## config.mk

```make
export PLATFORM = sky130hd
export DESIGN_NAME = write_ctrl_af
export DESIGN_NICKNAME = d
export VERILOG_FILES = /design/src/rtl/write_ctrl_af.sv
export SDC_FILE = /design/constraint.sdc
export NUM_CORES = 1
export LEC_CHECK = 0
export CAP_MARGIN = 10
export CORE_MARGIN = 5
export CORE_UTILIZATION = 48
export DETAILED_ROUTE_END_ITERATION = 8
export GPL_TIMING_DRIVEN = 0
export HOLD_SLACK_MARGIN = 0.03
export PLACE_DENSITY_LB_ADDON = 0.05
export RECOVER_POWER = 25
export SLEW_MARGIN = 15
export SYNTH_ARGS = -nofsm -noshare
export SYNTH_HDL_FRONTEND = slang
export SYNTH_SLANG_ARGS = --single-unit
```

## constraint.sdc

```tcl
create_clock -name w_clk -period 4.4 [get_ports w_clk]
set_input_delay 0.88 -clock w_clk [delete_from_list [all_inputs] [get_ports w_clk]]
set_output_delay 0.88 -clock w_clk [all_outputs]
set_load 0.1 [all_outputs]
```

## src/rtl/write_ctrl_af.sv

```systemverilog
// Write-domain half of the asynchronous FIFO: owns the write pointers and the RAM write strobe,
// and derives full/almost_full/level/overflow against a locally synchronised read pointer.
module write_ctrl_af #(
    parameter int ADDR_W      = 3,
    parameter int SYNC_STAGES = 2
) (
    input  logic              w_clk,
    input  logic              w_reset,
    input  logic              w_en,
    input  logic [ADDR_W:0]   rgptr,
    input  logic [ADDR_W:0]   af_thresh,
    input  logic              clr_ovf,
    output logic              mem_we,
    output logic [ADDR_W-1:0] w_addr,
    output logic [ADDR_W:0]   bwptr,
    output logic [ADDR_W:0]   gwptr,
    output logic              full,
    output logic              almost_full,
    output logic [ADDR_W:0]   w_level,
    output logic              overflow
);

    logic [ADDR_W:0] sync_q [SYNC_STAGES];
    logic [ADDR_W:0] rg_sync;
    logic [ADDR_W:0] rb_sync;
    logic [ADDR_W:0] bw_next;
    logic [ADDR_W:0] gw_next;
    logic [ADDR_W:0] level_next;
    logic [ADDR_W:0] full_gray;
    logic            accept;

    // Only the Gray-coded read pointer crosses domains, so a plain flop chain is safe.
    always_ff @(posedge w_clk or negedge w_reset) begin
        if (!w_reset) begin
            for (int i = 0; i < SYNC_STAGES; i++) sync_q[i] <= '0;
        end else begin
            sync_q[0] <= rgptr;
            for (int i = 1; i < SYNC_STAGES; i++) sync_q[i] <= sync_q[i-1];
        end
    end

    assign rg_sync = sync_q[SYNC_STAGES-1];

    always_comb begin
        rb_sync = '0;
        for (int i = 0; i <= ADDR_W; i++) rb_sync[i] = ^(rg_sync >> i);
    end

    assign accept     = w_en & ~full;
    assign mem_we     = accept;
    assign w_addr     = bwptr[ADDR_W-1:0];
    assign bw_next    = bwptr + {{ADDR_W{1'b0}}, accept};
    assign gw_next    = bw_next ^ (bw_next >> 1);
    assign level_next = bw_next - rb_sync;
    // Full when the writer is exactly one lap ahead: top two Gray bits inverted, rest equal.
    assign full_gray  = {~rg_sync[ADDR_W:ADDR_W-1], rg_sync[ADDR_W-2:0]};

    // Flags are computed from the post-edge pointer so full never lags the accepting write.
    always_ff @(posedge w_clk or negedge w_reset) begin
        if (!w_reset) begin
            bwptr       <= '0;
            gwptr       <= '0;
            full        <= 1'b0;
            almost_full <= 1'b0;
            w_level     <= '0;
        end else begin
            bwptr       <= bw_next;
            gwptr       <= gw_next;
            full        <= (gw_next == full_gray);
            almost_full <= (level_next >= af_thresh);
            w_level     <= level_next;
        end
    end

    // A write attempt while full takes priority over a simultaneous clear.
    always_ff @(posedge w_clk or negedge w_reset) begin
        if (!w_reset) begin
            overflow <= 1'b0;
        end else if (w_en && full) begin
            overflow <= 1'b1;
        end else if (clr_ovf) begin
            overflow <= 1'b0;
        end
    end

endmodule

```

Word level (Yosys, flattened, before mapping)
Index checks and enable logic that the tools add are counted.
{ "word_totals": {"regBits": 23, "input_bits": 12, "out_inout_bits": 19, "word_cells": 24} }
{ "classes": {"addsub": 2, "order_cmp": 1, "eq_ne": 1, "mux": 2, "bitwise_logic": 4, "reduce_logical": 6} }
{ "op_table": {"columns": ["cell", "count"], "rows": [
  ["4-bit XOR reduction", 4],
  ["4-bit by 1-bit adder with 4-bit output", 1],
  ["4-bit == test", 1],
  ["4-bit greater-or-equal comparator", 1],
  ["4-bit subtractor", 1],
  ["4-bit by 3-bit bitwise XOR with 4-bit output", 1],
  ["1-bit 2-to-1 mux", 2],
  ["2-bit NOT", 1],
  ["2-bit nonzero test", 1],
  ["1-bit bitwise AND", 1],
  ["1-bit logical AND", 1],
  ["1-bit NOT", 1]
]} }

Longest topological paths before layout
{ "depth": {"ltp_word": 5, "ltp_mapped": 10, "depth_no_buf": 10} }

Worst setup path after synthesis
No wires, ideal clock.
{ "synth_timing": {"path_kind": "register to register", "from": "reg full", "to": "reg almost_full", "setup_ps": 118, "t_arrival_ps": 4241, "required_time_ps": 4282, "setup_slack_ps": 41, "path_stages_with_launch": 11, "n_path_buf": 0, "period_less_slack_ps": 4359, "cell_sequence": "dfrtp_1 -> nor2b_1 -> ha_1 -> ha_1 -> inv_1 -> fa_1 -> inv_1 -> ha_1 -> a21o_1 -> a21o_1 -> a21o_1"} }
{ "synth_between": {"elab_chain_len": 5} }
{ "synth_lines": {"columns": ["item", "line_no", "rtl"], "rows": [
  ["start: declaration", "17", "output logic full,"],
  ["start signal: assignment", "69", "full <= (gw_next == full_gray);"],
  ["1-bit NOT", "49", "assign accept = w_en & ~full;"],
  ["1-bit bitwise AND", "49", null],
  ["named net mem_we", "13", "output logic mem_we,"],
  ["4-bit by 1-bit adder with 4-bit output", "52", "assign bw_next = bwptr + {{ADDR_W{1'b0}}, accept};"],
  ["named net bw_next[1]", "26", "logic [ADDR_W:0] bw_next;"],
  ["4-bit subtractor", "54", "assign level_next = bw_next - rb_sync;"],
  ["named net level_next[1]", "28", "logic [ADDR_W:0] level_next;"],
  ["4-bit greater-or-equal comparator", "70", "almost_full <= (level_next >= af_thresh);"],
  ["end signal: assignment", "70", null],
  ["end: declaration", "18", "output logic almost_full,"]
]} }
The timed path passes the listed nets, and every way through them passes these cells.
A chain may end at the register's enable or synchronous reset.

Final worst setup path
{ "layout_timing": {"from": "in w_en", "to": "out mem_we"} }
{ "layout_between": {"elab_chain_len": 1} }
{ "layout_lines": {"columns": ["item", "line_no", "rtl"], "rows": [
  ["start: declaration", "9", "input logic w_en,"],
  ["1-bit bitwise AND", "49", null],
  ["end: declaration", "13", null]
]} }
Every way passes these cells.

==> flow_summary.toml <==
[min_path]
hold_path_class = "flop to flop"
whs_endpoint = "rg_sync[0]"
hold_depth = 0
worstHoldStart = "sync_q[4]"

[synthesis]
synth_area_leaders = "dfrtp_1, ha_1, xor2_1"
synth_flop_cell = "dfrtp_1"
netlist.area_leader.share_pct = 56.12
synthArstFlopShare_pct = 100.0
synth_edf_count = 0
synth-seq-cells = 22
netlist_instances = 76
syn_area_um2 = 980.9
synth_most_common_cell = "dfrtp_1"
yosysUniqueCellTypes = 17
synth.largest_area_cell = "dfrtp_1"
syn_nets = 98
synth_commonest_cells = "dfrtp_1, inv_1, ha_1"
synth_seq_area_share_pct = 56.12
synth_warnings = 0
syn_area_per_cell_um2 = 12.91

[sta]
tns_ps = 0
drv_slew = 0
maxSlewHeadroom_pct = 34.71
finalHoldViolCount = 0
finalSetupViolCount = 0
worst_pin_slew_ps = 976.3
period_minus_slack_ps = 3641
rsz0062_at_grt = "no"
finClkSkew_ps = 0.4563
fmax_ghz = 0.2746
hold_ws_ps = 359.6
finalCritPeriodShare_pct = 82.76

[floorplan]
initial_core_util_pct = 50.00
coreArea_mm2 = 0.001962
rows = 16
ios = 31
die_w_um = 55.21
die_y_um = 55.21
die_area_mm2 = 0.003048

[layout]
final_nets = 133
multi_input_area_um2 = 359.1
fin_util_pct = 68.88
seqCellArea_um2 = 550.5
antenna_cells = 0
num-fill-cells = 154
final_cells = 137
final_layout_size_suffix_gt1_share_pct = 9.091
area_delta_synth_final_pct = 37.76

[drt]
drtIter0Drc = 3
wire_per_inst_um = 11.18
viasPerCell = 4.453
drc = 0
first_pass_iters = 5
ant_nets = 0
totalWireLength_um = 1531
vias = 610

[worst_setup_path]
timing.rr.start = "rg_sync[3]"
r2r_cells = 10
worst-r2r-setup-slack_ps = 1710
crit_path_cell_trace = "dlygate4sd3_1 -> nor2b_1 -> clkdlybuf4s50_1"
rr_endpoint = "almost_full"
cp.required_ps = 3520
critPathArrivalTime_ps = 2760
path_max_fanout = 2
path_class = "input pin to output pin"
cp-end-kind = "output pin"
crit_path_start_kind = "input pin"
crit_slowest_cell = "clkdlybuf4s50_1"
max_stage_delay_ps = 1160

[global_route]
grt_usage_pct = 12.12
grt_max_degree = 23
grt_first_pass_wirelength_um = 2877
grt_antenna_before_repair = 0
grt_pass1_vias = 635
gr-total-overflow = 0

[clock_tree]
clkLatencyLatePin_ps = 300
tritoncts = "built"
post-cts-setup-buffers = 0
cts_max_path_buffers = 2
root_buffer = "clkbuf_4"
h-tree-depth = 1
ctsHoldBuffers = 0
clock-sinks = 22
cts_resized = 0
numCtsBuffers = 3
path_clk_slew_ps = 110

[run_status]
outcome = "complete, no violations"

[place]
port_buffers = 30
dp.cells = 133
dpl.hpwl_um = 1218
gp_congestion = 0.7308

[run]
max-cap-violations = 0
==> per-stage QoR <==
| stage | setup WS, ps | cell area [um^2] |
|---|---|---|
| 2_1_floorplan | 41.14 | 980.9 |
| 5_1_grt | 692.2 | 1351 |
| 4_1_cts | 820.2 | 1351 |
| 3_3_place_gp | 799.0 | 1315 |
| 3_5_place_dp | 776.5 | 1315 |
| 6_report | 758.8 | 1351 |
==> sequential cells by signal, summed over array words and instances (netlist names) <==
signal	count
w_level	4
sync_q	4
rg_sync	4
almost_full	1
full	1
bwptr	4
overflow	1
gwptr	3
==> how the worst max path moves through the flow <==
stage          start     endpoint  slack [ps]  cells after the start
2_1_floorplan   full  almost_full          40                     10
4_1_cts         w_en       mem_we         820                      3
3_5_place_dp    w_en  almost_full         780                     11
5_1_grt         w_en       mem_we         690                      3
6_report        w_en       mem_we         760                      3
3_3_place_gp    w_en  almost_full         800                     11
==> cell families (layout without fill, tap and decap cells) <==
family | after synthesis | after routing | synth area share [%]
XOR/XNOR | 14 | 14 | 13.27
AND/OR/NAND/NOR | 8 | 8 | 4.464
adder cells (fa/ha/maj) | 10 | 10 | 13.52
buffers and inverters | 15 | 49 | 7.271
flip-flops | 22 | 22 | 56.12
AO/OA/AOI/OAI | 7 | 7 | 5.356
==> layout by cell type (no fill, tap or decap) <==
cell             count
clkdlybuf4s50_1     24
dfrtp_1             22
inv_1               11
ha_1                 9
xor2_1               7
xnor2_1              6
dlygate4sd3_1        6
a21o_1               4
buf_4                4
nand3_1              3
clkbuf_4             3
or3_1                2
a21oi_1              1
xor2_2               1
a22oi_2              1
nor2b_1              1
nand2b_1             1
nand2_1              1
o21ai_0              1
fa_1                 1
clkbuf_8             1
==> layer usage <==
metal / wire [um] / vias to the layer above / track usage (%)
met2: 750 / 23 / 17.57
li1: - / 303 / -
met5: 0 / - / 0
met1: 656 / 282 / 15.49
met3: 99 / 2 / 3.497
met4: 24 / 0 / 8.333
==> area by class of cell <==
cell class                      count  area share [%]
Buffer                              4           2.222
Clock buffer                        4           2.685
Inverter                           11           3.056
Multi-Input combinational cell     39           26.57
Sequential cell                    22           40.74
Tap cell                           27           2.500
Timing Repair Buffer               30           22.22
==> critical path, delay by kind of cell <==
kind                   cells  cell delay [ps]
buffers and inverters      2             1700
and+or+nand+nor            1              180
Power is left out: the tool's default activity adds up to more than one toggle a clock period on the data nets, which glitch-free logic cannot reach.
